<file path="src/rtl/pipe_bus_ctrl.sv">
`default_nettype none
// ============================================================================
// Module   : pipe_bus_ctrl
// Purpose  : Fixed-priority controller that connects three pipelined masters
//            (1 = VGA refill, 2 = instruction fetch, 3 = data access) to two
//            targets (1 = SRAM/blockram, 2 = peripherals). Requests are
//            decoded, arbitrated and forwarded combinationally. Read
//            responses are steered back to the issuing master through an
//            in-order tag FIFO.
// Ports    : clk25MHz, reset_n (synchronous, active-low)
//            mN_addr/rd/wr/wdata/be -> mN_wait/rdata/rvalid   (N = 1..3)
//            tK_addr/rd/wr/wdata/be <- tK_wait/rdata/rvalid   (K = 1..2)
// Params   : FIFO_DEPTH - maximum outstanding reads (power of two, >= 2)
//            PERIPH_TOP - addr[31:24] value that selects target 2
// Macro    : BUS_CTRL_PERIPH_EN - when defined, the peripheral target is
//            decoded; when undefined, all traffic goes to target 1, t2
//            outputs are tied to 0 and t2 inputs are ignored.
// Revision : 1.0 - initial release
// ============================================================================
module pipe_bus_ctrl #(
  parameter int         FIFO_DEPTH = 4,
  parameter logic [7:0] PERIPH_TOP = 8'hFF
) (
  input  logic        clk25MHz,
  input  logic        reset_n,
  // master 1 (highest priority)
  input  logic [31:0] m1_addr,
  input  logic        m1_rd,
  input  logic        m1_wr,
  input  logic [31:0] m1_wdata,
  input  logic [3:0]  m1_be,
  output logic        m1_wait,
  output logic [31:0] m1_rdata,
  output logic        m1_rvalid,
  // master 2
  input  logic [31:0] m2_addr,
  input  logic        m2_rd,
  input  logic        m2_wr,
  input  logic [31:0] m2_wdata,
  input  logic [3:0]  m2_be,
  output logic        m2_wait,
  output logic [31:0] m2_rdata,
  output logic        m2_rvalid,
  // master 3 (lowest priority)
  input  logic [31:0] m3_addr,
  input  logic        m3_rd,
  input  logic        m3_wr,
  input  logic [31:0] m3_wdata,
  input  logic [3:0]  m3_be,
  output logic        m3_wait,
  output logic [31:0] m3_rdata,
  output logic        m3_rvalid,
  // target 1 (SRAM / blockram)
  output logic [31:0] t1_addr,
  output logic        t1_rd,
  output logic        t1_wr,
  output logic [31:0] t1_wdata,
  output logic [3:0]  t1_be,
  input  logic        t1_wait,
  input  logic [31:0] t1_rdata,
  input  logic        t1_rvalid,
  // target 2 (peripherals)
  output logic [31:0] t2_addr,
  output logic        t2_rd,
  output logic        t2_wr,
  output logic [31:0] t2_wdata,
  output logic [3:0]  t2_be,
  input  logic        t2_wait,
  input  logic [31:0] t2_rdata,
  input  logic        t2_rvalid
);

  localparam int c_ptr_w = $clog2(FIFO_DEPTH);
  localparam int c_cnt_w = c_ptr_w + 1;

  // ---------------------------------------------------------------- grant
  logic [2:0]  w_req;
  logic [2:0]  w_gnt;
  logic [31:0] w_g_addr;
  logic [31:0] w_g_wdata;
  logic [3:0]  w_g_be;
  logic        w_g_rd;
  logic        w_g_wr;
  logic [1:0]  w_g_mid;

  always_comb begin
    w_req     = {m3_rd | m3_wr, m2_rd | m2_wr, m1_rd | m1_wr};
    w_gnt     = 3'b000;
    w_g_addr  = '0;
    w_g_wdata = '0;
    w_g_be    = '0;
    w_g_rd    = 1'b0;
    w_g_wr    = 1'b0;
    w_g_mid   = 2'd0;
    if (w_req[0]) begin
      w_gnt     = 3'b001;
      w_g_addr  = m1_addr;
      w_g_wdata = m1_wdata;
      w_g_be    = m1_be;
      w_g_rd    = m1_rd;
      w_g_wr    = m1_wr;
      w_g_mid   = 2'd1;
    end else if (w_req[1]) begin
      w_gnt     = 3'b010;
      w_g_addr  = m2_addr;
      w_g_wdata = m2_wdata;
      w_g_be    = m2_be;
      w_g_rd    = m2_rd;
      w_g_wr    = m2_wr;
      w_g_mid   = 2'd2;
    end else if (w_req[2]) begin
      w_gnt     = 3'b100;
      w_g_addr  = m3_addr;
      w_g_wdata = m3_wdata;
      w_g_be    = m3_be;
      w_g_rd    = m3_rd;
      w_g_wr    = m3_wr;
      w_g_mid   = 2'd3;
    end
  end

  // ------------------------------------------------------------- tag FIFO
  // Entry layout: {master id[1:0], target id (0 = t1, 1 = t2)}
  logic [2:0]         r_tag_mem [FIFO_DEPTH];
  logic [c_ptr_w-1:0] r_wr_ptr;
  logic [c_ptr_w-1:0] r_rd_ptr;
  logic [c_cnt_w-1:0] r_count;

  logic w_full;
  logic w_empty;
  logic w_last_tid;
  logic w_head_tid;
  logic [1:0] w_head_mid;

  assign w_full     = (r_count == c_cnt_w'(FIFO_DEPTH));
  assign w_empty    = (r_count == '0);
  assign w_last_tid = r_tag_mem[r_wr_ptr - c_ptr_w'(1)][0];
  assign w_head_tid = r_tag_mem[r_rd_ptr][0];
  assign w_head_mid = r_tag_mem[r_rd_ptr][2:1];

  // -------------------------------------- decode and target-2 input gating
  logic        w_sel_t2;
  logic        w_xstall;
  logic        w_t2_wait_eff;
  logic        w_t2_rvalid_eff;
  logic [31:0] w_t2_rdata_eff;

`ifdef BUS_CTRL_PERIPH_EN
  assign w_sel_t2        = (w_g_addr[31:24] == PERIPH_TOP);
  // A read to the other target must wait until everything queued ahead of
  // it has drained, otherwise the two targets could answer out of order.
  assign w_xstall        = ~w_empty & (w_last_tid != w_sel_t2);
  assign w_t2_wait_eff   = t2_wait;
  assign w_t2_rvalid_eff = t2_rvalid;
  assign w_t2_rdata_eff  = t2_rdata;
`else
  logic w_unused_t2;
  assign w_sel_t2        = 1'b0;
  assign w_xstall        = 1'b0;
  assign w_t2_wait_eff   = 1'b0;
  assign w_t2_rvalid_eff = 1'b0;
  assign w_t2_rdata_eff  = '0;
  assign w_unused_t2     = ^{t2_wait, t2_rvalid, t2_rdata, PERIPH_TOP, w_last_tid};
`endif

  // ------------------------------------------------------------ forwarding
  logic w_stall;
  logic w_twait;
  logic w_fwd;
  logic w_accept;
  logic w_push;
  logic w_pop;
  logic w_rsp_valid;
  logic [31:0] w_rsp_data;

  assign w_stall  = w_g_rd & (w_full | w_xstall);
  assign w_twait  = w_sel_t2 ? w_t2_wait_eff : t1_wait;
  assign w_fwd    = reset_n & ~w_stall;
  assign w_accept = reset_n & (w_g_rd | w_g_wr) & ~w_stall & ~w_twait;
  assign w_push   = w_accept & w_g_rd;

  assign t1_rd    = w_fwd & ~w_sel_t2 & w_g_rd;
  assign t1_wr    = w_fwd & ~w_sel_t2 & w_g_wr;
  assign t1_addr  = w_sel_t2 ? 32'd0 : w_g_addr;
  assign t1_wdata = w_sel_t2 ? 32'd0 : w_g_wdata;
  assign t1_be    = w_sel_t2 ? 4'd0  : w_g_be;

`ifdef BUS_CTRL_PERIPH_EN
  assign t2_rd    = w_fwd & w_sel_t2 & w_g_rd;
  assign t2_wr    = w_fwd & w_sel_t2 & w_g_wr;
  assign t2_addr  = w_sel_t2 ? w_g_addr  : 32'd0;
  assign t2_wdata = w_sel_t2 ? w_g_wdata : 32'd0;
  assign t2_be    = w_sel_t2 ? w_g_be    : 4'd0;
`else
  assign t2_rd    = 1'b0;
  assign t2_wr    = 1'b0;
  assign t2_addr  = 32'd0;
  assign t2_wdata = 32'd0;
  assign t2_be    = 4'd0;
`endif

  // A loser always waits; the winner waits on its target or a read stall.
  assign m1_wait = ~reset_n | (w_req[0] & (~w_gnt[0] | w_stall | w_twait));
  assign m2_wait = ~reset_n | (w_req[1] & (~w_gnt[1] | w_stall | w_twait));
  assign m3_wait = ~reset_n | (w_req[2] & (~w_gnt[2] | w_stall | w_twait));

  // -------------------------------------------------------- response path
  // Only the head entry's target may complete a read; anything else is noise.
  assign w_rsp_valid = reset_n & ~w_empty & (w_head_tid ? w_t2_rvalid_eff : t1_rvalid);
  assign w_rsp_data  = w_head_tid ? w_t2_rdata_eff : t1_rdata;
  assign w_pop       = w_rsp_valid;

  assign m1_rvalid = w_rsp_valid & (w_head_mid == 2'd1);
  assign m2_rvalid = w_rsp_valid & (w_head_mid == 2'd2);
  assign m3_rvalid = w_rsp_valid & (w_head_mid == 2'd3);
  assign m1_rdata  = m1_rvalid ? w_rsp_data : 32'd0;
  assign m2_rdata  = m2_rvalid ? w_rsp_data : 32'd0;
  assign m3_rdata  = m3_rvalid ? w_rsp_data : 32'd0;

  // ------------------------------------------------------------ FIFO state
  always_ff @(posedge clk25MHz) begin
    if (!reset_n) begin
      r_wr_ptr <= '0;
      r_rd_ptr <= '0;
      r_count  <= '0;
    end else begin
      if (w_push) r_wr_ptr <= r_wr_ptr + c_ptr_w'(1);
      if (w_pop)  r_rd_ptr <= r_rd_ptr + c_ptr_w'(1);
      case ({w_push, w_pop})
        2'b10:   r_count <= r_count + c_cnt_w'(1);
        2'b01:   r_count <= r_count - c_cnt_w'(1);
        default: r_count <= r_count;
      endcase
    end
  end

  // Tag storage needs no reset: entries are only read while count != 0.
  always_ff @(posedge clk25MHz) begin
    if (w_push) r_tag_mem[r_wr_ptr] <= {w_g_mid, w_sel_t2};
  end

endmodule
`default_nettype wire

</file>
<file path="config.mk">
export PLATFORM = sky130hd
export DESIGN_NAME = pipe_bus_ctrl
export DESIGN_NICKNAME = d
export VERILOG_FILES = /design/src/rtl/pipe_bus_ctrl.sv
export SDC_FILE = /design/constraint.sdc
export NUM_CORES = 1
export LEC_CHECK = 0
export CORE_AREA = 2 2 202 204
export CTS_CLUSTER_SIZE = 28
export DETAILED_ROUTE_END_ITERATION = 8
export DIE_AREA = 0 0 204 206
export PLACE_DENSITY = 0.36
export SYNTH_ARGS = -nofsm -noshare
export SYNTH_HDL_FRONTEND = slang
export SYNTH_SLANG_ARGS = --single-unit
</file>
<file path="constraint.sdc">
create_clock -name clk25MHz -period 2.3 [get_ports clk25MHz]
set_clock_uncertainty 0.1 [all_clocks]
set_input_delay 0.46 -clock clk25MHz [delete_from_list [all_inputs] [get_ports clk25MHz]]
set_output_delay 0.46 -clock clk25MHz [all_outputs]
set_load 0.005 [all_outputs]
</file>
==> run_results.csv <==
group,metric,value,unit
clocking,root_buffer,"clkbuf_16",
status,violations,"negative setup slack",
sta,grt_setup_unrepaired,"yes",
setup_path,r2r_end,"r_count[2]",
clocking,tritoncts,"built",
floorplanning,coreArea,0.0402,mm2
setup_path,timing.rr.start,"r_count[1]",
setup_path,critPathSlowestCell,"mux4_2",
setup_path,r2r_slack,70,ps
setup_path,critPathMostFrequentCell,"buf_6",
place,place_hpwl,20800,um
routing,wl_per_cell,16.9,um
routing,wl,28100,um
global_route,antenna_found_initial,3,
sta,setup_tns,-6340,ps
routing,viasPerCell,3.67,
routing,detail-route-antenna-nets,0,
layout,syn_to_final_growth,178,%
global_route,track_usage,11.7,%
global_route,grt_overflow_total,0,
setup_path,required,1740,ps
floorplanning,die_y,206,um
clocking,cts.sinks,17,
layout,fillers,4483,
global_route,grt_pass1_wl,36400,um
min_path,holdPathStages,1,
setup_path,path_cells,"mux4_2 > nand2b_4 > buf_12 > clkbuf_16 > buf_6 > nor2_4 > buf_6",
synthesis,avgSynthCellArea,5.79,um2
global_route,use_met3,4.51,%
clocking,worst_skew_pair.late_latency,240,ps
pwr,leakage,0.00422,uW
global_route,grt.busiest_layer,"met2",
synthesis,synth_seq_area_share,11.8,%
setup_path,arrival,1930,ps
sta,slew_violations,0,
run,cap_violations,0,
pwr,totalPowerFinal,2390,uW
sta,period_needed,2490,ps
floorplanning,io_pins,522,
synthesis,synth_edf_count,8,
sta,period_share,108,%
layout,ff_latch_area,428,um2
global_route,grt_pass1_vias,5734,
clocking,tritoncts.num_buffers,3,
synthesis,ys_top_cells_by_count,"177 x nor2_1, 107 x nand2_1, 70 x buf_4, 68 x a31oi_1, 68 x nand3_1",
pwr,irDropWorstVdd,0.217,mV
synthesis,synth_top_cell_area_share,18.7,%
routing,drc,0,
floorplanning,num_rows,74,
routing,num_vias,6106,
setup_path,crit_path_max_incr_delay,510,ps
sta,fmax,402,MHz
setup_path,startpoint_type,"flop",
global_route,grt_util_met1,11.7,%
floorplanning,die_w,204,um
synthesis,netlist_area,0.00356,mm2
sta,hold_viol_final,0,
synthesis,ys_types,39,
place,preCtsSetupSlack,-847,ps
setup_path,cp-end-kind,"primary output",
min_path,hold_end,"r_rd_ptr[1]",
clocking,clockBufferDepth,2,
floorplanning,dieArea,0.0420,mm2
routing,drt_iter0_drc,185,
synthesis,ys_seq_elements,17,
setup_path,path_class,"reg2out",
synthesis,synthCells,615,
pwr,power.density_cell_area,242,mW/mm2
clocking,clk_pin_slew,50,ps
setup_path,ff2ff_path_depth,11,
sta,setup-violations-final,84,
sta,setup_ws,-189,ps
clocking,holdBufCountCts,0,
place,port_buffers,417,
synthesis,ys.warnings.count,0,
synthesis,ys_top_cells_by_area,"nor2_1 19%, buf_4 15%, a31oi_1 12%",
layout,nNetsFinal,1418,
setup_path,path_max_fanout,7,
synthesis,async_flop_share,0,%
global_route,grt_start_max_net_pins,24,
global_route,met2_usage,22.4,%
place,place_congestion,0.793,
min_path,hp-class,"reg2reg",
floorplanning,start_util,8.86,%
layout,drive_above_1_share,38.5,%
routing,firstDrtPassIters,5,
synthesis,yosysTopAreaCell,"nor2_1",
clocking,htree_num_levels,1,
synthesis,synthFlopType,"dfxtp_1",
min_path,min_from,"r_rd_ptr[1]",
synthesis,yosysMostFrequentCell,"nor2_1",
status,status,"complete, but fails checks",
layout,multi_input_area,0.00317,mm2
## cell families after synthesis
kind of cell,count (synthesis),synth area share [%]
and+or+nand+nor,368,42.5
buffers and inverters,132,24.6
AOI/OAI and AO/OA,83,15.9
DFF,17,11.8
adders and majority gates,6,2.32
muxes,5,2.11
xor gates and xnor gates,3,0.738
other,1,0.105
## stage by stage
stage / hold WS (ps) / instance area, um2 / utilization, % / cells
finish: 353 / 9900 / 24.6 / 1664
global route: 408 / 9900 / 24.6 / 1663
CTS: 360 / 9530 / 23.7 / 1639
detailed placement: 352 / 8650 / 21.5 / 1584
global placement: 345 / 8650 / 21.5 / 1584
floorplan: 327 / 3820 / - / 684
## what timing repair did
action,4_1_cts,5_1_grt
endpoints found under the setup margin,175,153
pin swaps,20,26
resized for setup,455,369
buffers inserted,36,23
gates cloned,15,5
## critical path, delay by kind of cell, from the launching register on
kind | cells | cell delay, ps
simple gates | 2 | 300
flops | 1 | 350
mux | 1 | 510
buf+inv | 4 | 510
## placed cells by master, fill, tap and decap left out, drive strengths merged, types with 8 or more instances in the layout
cell type      Yosys  routed
inv                8       8
clkbuf            29      58
nor2             177     177
dfxtp              9       9
clkdlybuf4s50      0     236
buf               94     240
edfxtp             8       8
conb               1      70
clkdlybuf4s15      0      23
dlygate4sd2        0       8
a31oi             68      68
nand3             68      68
nand2            107     107
## cell type report
class	instances	share of cell area (%)
repair buffers	566	55.8
multi-input cells	535	32.0
well taps	532	6.72
flip-flops and latches	17	4.32
clock buffers	4	0.796
inverters	9	0.392
diodes	1	0.0253
## power breakdown
| part | leakage (uW) | internal [uW] | switching [uW] | total [uW] |
|---|---|---|---|---|
| clock network | 0.0000382 | 235 | 106 | 340 |
| logic | 0.00403 | 1000 | 712 | 1710 |
| registers | 0.000147 | 331 | 10.4 | 341 |
| total | 0.00422 | 1570 | 828 | 2390 |
## how the worst max path moves through the flow
stage,startpoint,cells after the start,slack (ps),endpoint
detailed placement,m2_wr,5,-850,m2_wait
floorplan,m2_wr,9,30,r_count[2]
finish,flop,7,-190,m1_rdata[17]
global placement,m2_wr,5,-850,m2_wait
global route,flop,7,-240,m1_rdata[17]
CTS,r_count[2],8,-360,m3_rdata[25]
## layer usage
| layer | part of all wire (%) | wire (um) | vias to the layer above |
|---|---|---|---|
| met2 | 52 | 14700 | 314 |
| met5 | 0.089 | 25 | - |
| li1 | - | - | 2953 |
| met4 | 2.9 | 827 | 4 |
| met1 | 35 | 9700 | 2801 |
| met3 | 10 | 2880 | 34 |
(Power assumes the default switching activity.)
